$ cat src/rtl/zcash_verif_hdr_arb.sv
// Header arbiter: N_CH block-header streams share one equihash verifier.
// Whole packets are granted round-robin, the granting channel is queued in
// an in-order tag FIFO, and each returned verifier mask is routed back to
// the channel that sent the matching packet.
module zcash_verif_hdr_arb #(
  parameter int N_CH      = 4,
  parameter int DAT_BYTS  = 8,
  parameter int MOD_BITS  = 3,
  parameter int MASK_W    = 8,
  parameter int TAG_DEPTH = 4
) (
  input  logic                         i_clk,
  input  logic                         i_rst_n,
  input  logic [N_CH-1:0]              i_val,
  input  logic [N_CH-1:0]              i_sop,
  input  logic [N_CH-1:0]              i_eop,
  input  logic [N_CH*MOD_BITS-1:0]     i_mod,
  input  logic [N_CH*DAT_BYTS*8-1:0]   i_dat,
  output logic [N_CH-1:0]              o_rdy,
  output logic                         o_val,
  output logic                         o_sop,
  output logic                         o_eop,
  output logic [MOD_BITS-1:0]          o_mod,
  output logic [DAT_BYTS*8-1:0]        o_dat,
  input  logic                         i_rdy,
  input  logic [MASK_W-1:0]            i_mask,
  input  logic                         i_mask_val,
  output logic [MASK_W-1:0]            o_mask,
  output logic [N_CH-1:0]              o_mask_val,
  output logic [15:0]                  o_drop_cnt,
  output logic                         o_err
);

  localparam int CH_W  = (N_CH > 1) ? $clog2(N_CH) : 1;
  localparam int PTR_W = (TAG_DEPTH > 1) ? $clog2(TAG_DEPTH) : 1;
  localparam int CNT_W = $clog2(TAG_DEPTH + 1);
  localparam int INC_W = $clog2(N_CH + 1);
  localparam int DW    = DAT_BYTS * 8;

  localparam logic [0:0] ST_IDLE = 1'b0;
  localparam logic [0:0] ST_LOCK = 1'b1;

  logic [0:0]      state;
  logic [CH_W-1:0] rr;
  logic [CH_W-1:0] grant;
  logic [CH_W-1:0] grant_inc;

  logic [CH_W-1:0]  tag_mem [TAG_DEPTH];
  logic [PTR_W-1:0] wr_ptr;
  logic [PTR_W-1:0] rd_ptr;
  logic [CNT_W-1:0] tag_cnt;
  logic             tag_full;
  logic             tag_empty;
  logic [CH_W-1:0]  tag_head;

  logic [N_CH-1:0]  cand;
  logic [N_CH-1:0]  orphan;
  logic             pick_found;
  logic [CH_W-1:0]  pick_idx;
  logic             push;
  logic             pop;
  logic             pkt_done;
  logic [INC_W-1:0] drop_inc;
  logic [16:0]      drop_sum;

  assign tag_full  = (tag_cnt == CNT_W'(TAG_DEPTH));
  assign tag_empty = (tag_cnt == '0);
  assign tag_head  = tag_mem[rd_ptr];
  assign cand      = i_val & i_sop;
  assign grant_inc = (grant == CH_W'(N_CH - 1)) ? '0 : grant + 1'b1;

  // A result pops the head only if there is one; a grant may reuse the slot
  // freed by a same-cycle pop, so a full FIFO does not block it then.
  assign pop      = i_mask_val & ~tag_empty;
  assign push     = (state == ST_IDLE) & pick_found & (~tag_full | pop);
  assign pkt_done = (state == ST_LOCK) & o_val & i_rdy & o_eop;

  // Orphan words are only swallowed while idle and out of reset
  assign orphan = (i_rst_n && state == ST_IDLE) ? (i_val & ~i_sop) : '0;

  // Round-robin search: first sop candidate at or after the rr pointer
  always_comb begin
    int idx;
    logic [CH_W-1:0] idx_b;
    pick_found = 1'b0;
    pick_idx   = '0;
    idx        = 0;
    idx_b      = '0;
    for (int i = 0; i < N_CH; i++) begin
      idx = int'(rr) + i;
      if (idx >= N_CH) idx = idx - N_CH;
      idx_b = CH_W'(idx);
      if (!pick_found && cand[idx_b]) begin
        pick_found = 1'b1;
        pick_idx   = idx_b;
      end
    end
  end

  // Output mux: mirror the granted channel while locked; all quiet in reset
  always_comb begin
    o_val = 1'b0;
    o_sop = 1'b0;
    o_eop = 1'b0;
    o_mod = '0;
    o_dat = '0;
    o_rdy = '0;
    if (i_rst_n) begin
      if (state == ST_LOCK) begin
        o_val        = i_val[grant];
        o_sop        = i_sop[grant];
        o_eop        = i_eop[grant];
        o_mod        = i_mod[grant*MOD_BITS +: MOD_BITS];
        o_dat        = i_dat[grant*DW +: DW];
        o_rdy[grant] = i_rdy;
      end else begin
        o_rdy = orphan;
      end
    end
  end

  // Count orphan words discarded this cycle
  always_comb begin
    drop_inc = '0;
    for (int i = 0; i < N_CH; i++) begin
      drop_inc = drop_inc + INC_W'(orphan[i]);
    end
    drop_sum = {1'b0, o_drop_cnt} + 17'(drop_inc);
  end

  // FSM, registered grant and round-robin pointer
  always_ff @(posedge i_clk or negedge i_rst_n) begin
    if (!i_rst_n) begin
      state <= ST_IDLE;
      rr    <= '0;
      grant <= '0;
    end else begin
      case (state)
        ST_IDLE: begin
          if (push) begin
            grant <= pick_idx;
            state <= ST_LOCK;
          end
        end
        default: begin
          if (pkt_done) begin
            state <= ST_IDLE;
            rr    <= grant_inc;
          end
        end
      endcase
    end
  end

  // Tag FIFO pointers and occupancy
  always_ff @(posedge i_clk or negedge i_rst_n) begin
    if (!i_rst_n) begin
      wr_ptr  <= '0;
      rd_ptr  <= '0;
      tag_cnt <= '0;
    end else begin
      if (push) wr_ptr <= wr_ptr + 1'b1;
      if (pop)  rd_ptr <= rd_ptr + 1'b1;
      case ({push, pop})
        2'b10:   tag_cnt <= tag_cnt + 1'b1;
        2'b01:   tag_cnt <= tag_cnt - 1'b1;
        default: tag_cnt <= tag_cnt;
      endcase
    end
  end

  // Tag storage; contents are meaningless while the pointers say empty
  always_ff @(posedge i_clk) begin
    if (push) tag_mem[wr_ptr] <= pick_idx;
  end

  // Result routing, sticky underflow error and saturating drop counter
  always_ff @(posedge i_clk or negedge i_rst_n) begin
    if (!i_rst_n) begin
      o_mask     <= '0;
      o_mask_val <= '0;
      o_drop_cnt <= '0;
      o_err      <= 1'b0;
    end else begin
      o_mask_val <= '0;
      if (pop) begin
        o_mask     <= i_mask;
        o_mask_val <= {{(N_CH-1){1'b0}}, 1'b1} << tag_head;
      end
      if (i_mask_val && tag_empty) o_err <= 1'b1;
      o_drop_cnt <= drop_sum[16] ? 16'hFFFF : drop_sum[15:0];
    end
  end

endmodule

$ cat config.mk
export PLATFORM = sky130hd
export DESIGN_NAME = zcash_verif_hdr_arb
export DESIGN_NICKNAME = d
export VERILOG_FILES = /design/src/rtl/zcash_verif_hdr_arb.sv
export SDC_FILE = /design/constraint.sdc
export NUM_CORES = 1
export LEC_CHECK = 0
export CORE_AREA = 2 2 154 156
export DETAILED_ROUTE_END_ITERATION = 8
export DIE_AREA = 0 0 156 158
export GPL_ROUTABILITY_DRIVEN = 0
export PLACE_DENSITY = 0.6
export SLEW_MARGIN = 15
export SYNTH_ARGS = -nofsm -noshare
export SYNTH_HDL_FRONTEND = slang
export SYNTH_SLANG_ARGS = --single-unit
$ cat constraint.sdc
create_clock -name i_clk -period 4 [get_ports i_clk]
set_input_delay 0.8 -clock i_clk [delete_from_list [all_inputs] [get_ports i_clk]]
set_output_delay 0.8 -clock i_clk [all_outputs]
set_load 0.02 [all_outputs]
==> PnR_summary.wiki <==
{| class="wikitable"
! Metric !! Value
|-
| Compound-gate portion of the synthesized area || 0.05184
|-
| Worst Tran Pin Value || 1.081 ns
|-
| Seq cells post-synth || 49
|-
| Global-route wire length before repair || 30950 um
|-
| Longest Clk Path Bufs || 2
|-
| Max-slew violation total from the final report || 0
|-
| Run status || finished clean
|-
| Dominant synthesized flop cell || dfrtp_1
|-
| Multiplexer share of the synthesized area || 0.3715
|-
| Max-cap violation count || 0
|-
| Adder-cell area share of the yosys netlist || 0.04115
|-
| Post-cts hold buffer count || 0
|-
| Number of endpoints failing setup at the final stage || 0
|-
| Highest net fanout along the worst path || 4
|-
| Share of final-layout standard cells stronger than drive strength 1 || 0.1436
|-
| Largest incremental delay on the critical path || 0.56 ns
|-
| Post-detailed-route via-to-cell ratio || 4.643
|-
| Net count, final || 1070
|-
| Number of setup buffers added after CTS || 0
|-
| Post-cts repair resize count || 0
|-
| Leftover overflow at the end of global routing || 0
|-
| Vertical extent of the die || 158 um
|-
| Number of CTS-inserted buffers || 5
|-
| Aggregate negative setup slack || 0 ns
|-
| Post-Syn Area || 4682 um2
|-
| TritonCTS clock tree || done
|-
| Cells along the critical path || clkdlybuf4s50_1, nor3b_1, fa_1, inv_1, fa_1, inv_1, fa_1, and4_1, nand3_1, nor2_1, mux2_1
|-
| Worst Setup Start Kind || input port
|-
| Clock-pin slew on the worst setup and hold paths || 0.07 ns
|-
| Setup repair after global routing missed its margin || no
|-
| Cell type with the highest occurrence count on the critical path || fa_1
|-
| Unique masters post-synth || 52
|-
| Pin count of the biggest net entering global routing || 75
|-
| Post-route cell area || 9091 um2
|-
| Clk sink count || 49
|-
| Detailed Routing Iterations Pass 1 || 4
|-
| Drt initial violations || 254
|-
| Top-level I/O count || 395
|-
| Via count || 4908
|-
| Number of placement rows || 56
|-
| Filler-free cell count of the finished design || 1057
|-
| Async set-or-reset flop fraction in the synthesized netlist || 0.8367
|-
| Layout-stage area growth over the synthesis result || 94.17%
|-
| Clock root cell || clkbuf_16
|-
| Proportion of synthesized chip area in sequential cells || 0.2704
|-
| Effective utilization at floorplan || 0.2031
|-
| DRC violation count after routing || 0
|-
| Wire length per cell after detailed routing || 21.17 um
|-
| H-tree depth || 2
|-
| Sort of element at the end of the critical path || flip-flop
|-
| Final worst path period need || 3.516 ns
|-
| Portion of the clock cycle consumed by the worst path in the final layout || 0.8791
|-
| Number of warnings issued by yosys || 0
|-
| Core ar. || 23050 um2
|-
| Post-synthesis share of cell area spent on xor and xnor gates || 0.02432
|-
| Antenna violation net count after detailed routing || 0
|-
| Setup CP Type || in -> reg
|-
| Dominant combinational cell family by area after synthesis || multiplexers
|-
| Count of endpoints failing hold in the final timing report || 0
|-
| Total global routing track utilization || 0.1674
|-
| Top achievable clock speed || 284.4 MHz
|-
| HPWL after DPL || 18230 um
|-
| Number of antenna violations at the first check in global routing || 2
|-
| Pwr per Cell Area || 478.6 nW/um2
|-
| Cell Count Post-Placement || 1048
|-
| Worst Hold Class || in -> async
|-
| EDFF count, synth || 8
|-
| Worst-case headroom to the max-slew limit || 0.2752
|-
| Library cell contributing the largest single delay on the critical path || clkdlybuf4s50_1
|-
| Data arrival time at the worst-slack endpoint || 3.69 ns
|-
| Crit path required time || 4.18 ns
|-
| VDD IR max || 0.2388 mV
|-
| Final wirelength || 22370 um
|-
| Clock Skew || 0.005614 ns
|-
| Filler cell count || 2259
|-
| Post-Syn Nets || 693
|-
| Width of the chip || 156 um
|-
| Post-placement cell area || 8899 um2
|-
| Clock latency on the worst-skew pair || 0.29 ns
|-
| Number of global-route vias before repair || 5072
|-
| Simple-gate share of the synthesized area || 0.1884
|-
| Die footprint || 24650 um2
|-
| Gate count after technology mapping || 388
|-
| Leakage power total || 3.608 nW
|-
| Mean area per synthesized cell || 12.07 um2
|-
| Port bufs || 394
|}
-- cell usage in the layout (no fill, tap or decap), types with 5 or more instances in the layout --
cell type	instances
edfxtp_1	8
inv_1	7
xnor2_1	5
and3_1	74
nand2_1	48
mux4_2	72
dfrtp_1	38
buf_4	12
mux2_1	6
and2_1	8
clkbuf_16	5
nor2_1	5
clkdlybuf4s50_1	393
ha_1	9
xor2_1	8
-- cell usage after synthesis, types with 6 or more instances --
library cell | number | share of area
mux2_1 | 6 | 0.014
buf_6 | 8 | 0.019
inv_1 | 7 | 0.0056
clkbuf_1 | 17 | 0.014
dfrtp_1 | 41 | 0.22
and2_1 | 8 | 0.011
ha_1 | 9 | 0.024
and3_1 | 74 | 0.099
edfxtp_1 | 8 | 0.051
xor2_1 | 8 | 0.015
buf_2 | 10 | 0.011
nand2_1 | 48 | 0.038
mux4_2 | 72 | 0.35
-- state kept, by name (all words and copies together) (netlist names) --
signal	flops
o_drop_cnt	16
rd_ptr	2
tag_cnt	3
wr_ptr	2
o_mask_val	4
tag_mem	8
o_mask	8
state	1
grant	2
rr	2
o_err	1
-- layer usage --
metal / part of all wire / wire length (um) / global-route usage
met5: 0.00058 / 13 / 0
met2: 0.47 / 10570 / 0.2708
met3: 0.11 / 2369 / 0.06351
met1: 0.41 / 9139 / 0.2152
met4: 0.012 / 278 / 0.03233
-- cells by family (layout without fill, tap and decap cells) --
group	Yosys count	after routing
other	0	1
DFF	49	49
xor gates and xnor gates	13	13
buffers and inverters	44	422
muxes	82	82
and+or+nand+nor	159	159
adders and majority gates	13	13
AOI/OAI and AO/OA	28	28
-- critical path, delay by kind of cell --
kind                     cells  cell delay (ns)
adder cells (fa/ha/maj)      3             1.07
buffers and inverters        3             0.71
multiplexers                 1             0.30
AND/OR/NAND/NOR              4             0.82
-- path summary, 6_finish.rpt --
path	startpoint	endpoint	slack, ns	depth (start not counted)
worst max-delay path	i_val[0]	o_drop_cnt[14]	0.48	11
max in group asynchronous	i_rst_n	o_mask[5]	2.95	2
worst min register to register	o_err	o_err	0.45	1
worst min-delay path	i_rst_n	o_drop_cnt[0]	0.34	1
min in group i_clk	o_err	o_err	0.45	1
worst max register to register	state	o_drop_cnt[14]	0.98	11
-- metrics by stage --
step	utilization	power [mW]	hold WS (ns)	setup WS, ns
floorplan	-	2.582	0.4806	0.5528
global placement	0.3860	3.838	0.4404	0.2485
detailed placement	0.3860	3.855	0.4439	0.1453
CTS	0.3943	4.419	0.3456	0.4718
global route	0.3943	4.635	0.3503	0.3438
finish	0.3944	4.351	0.3434	0.4835
-- cell type report --
type | instances | area [um2] | area share
clock inverters | 3 | 65.06 | 0.007157
diodes | 1 | 2.502 | 0.0002753
flip-flops and latches | 49 | 1275 | 0.1402
clock buffers | 5 | 125.1 | 0.01376
repair buffers | 407 | 4064 | 0.4470
inverters | 7 | 26.28 | 0.002890
well taps | 290 | 362.8 | 0.03991
multi-input cells | 295 | 3171 | 0.3487
-- where the power goes --
part	switching [mW]	leakage (nW)	internal, mW	total (mW)
registers	0.219	0.591	0.656	0.876
clock network	0.188	0.0938	0.357	0.545
logic	1.31	2.92	1.62	2.93
Power figures use the tool's default switching activity.
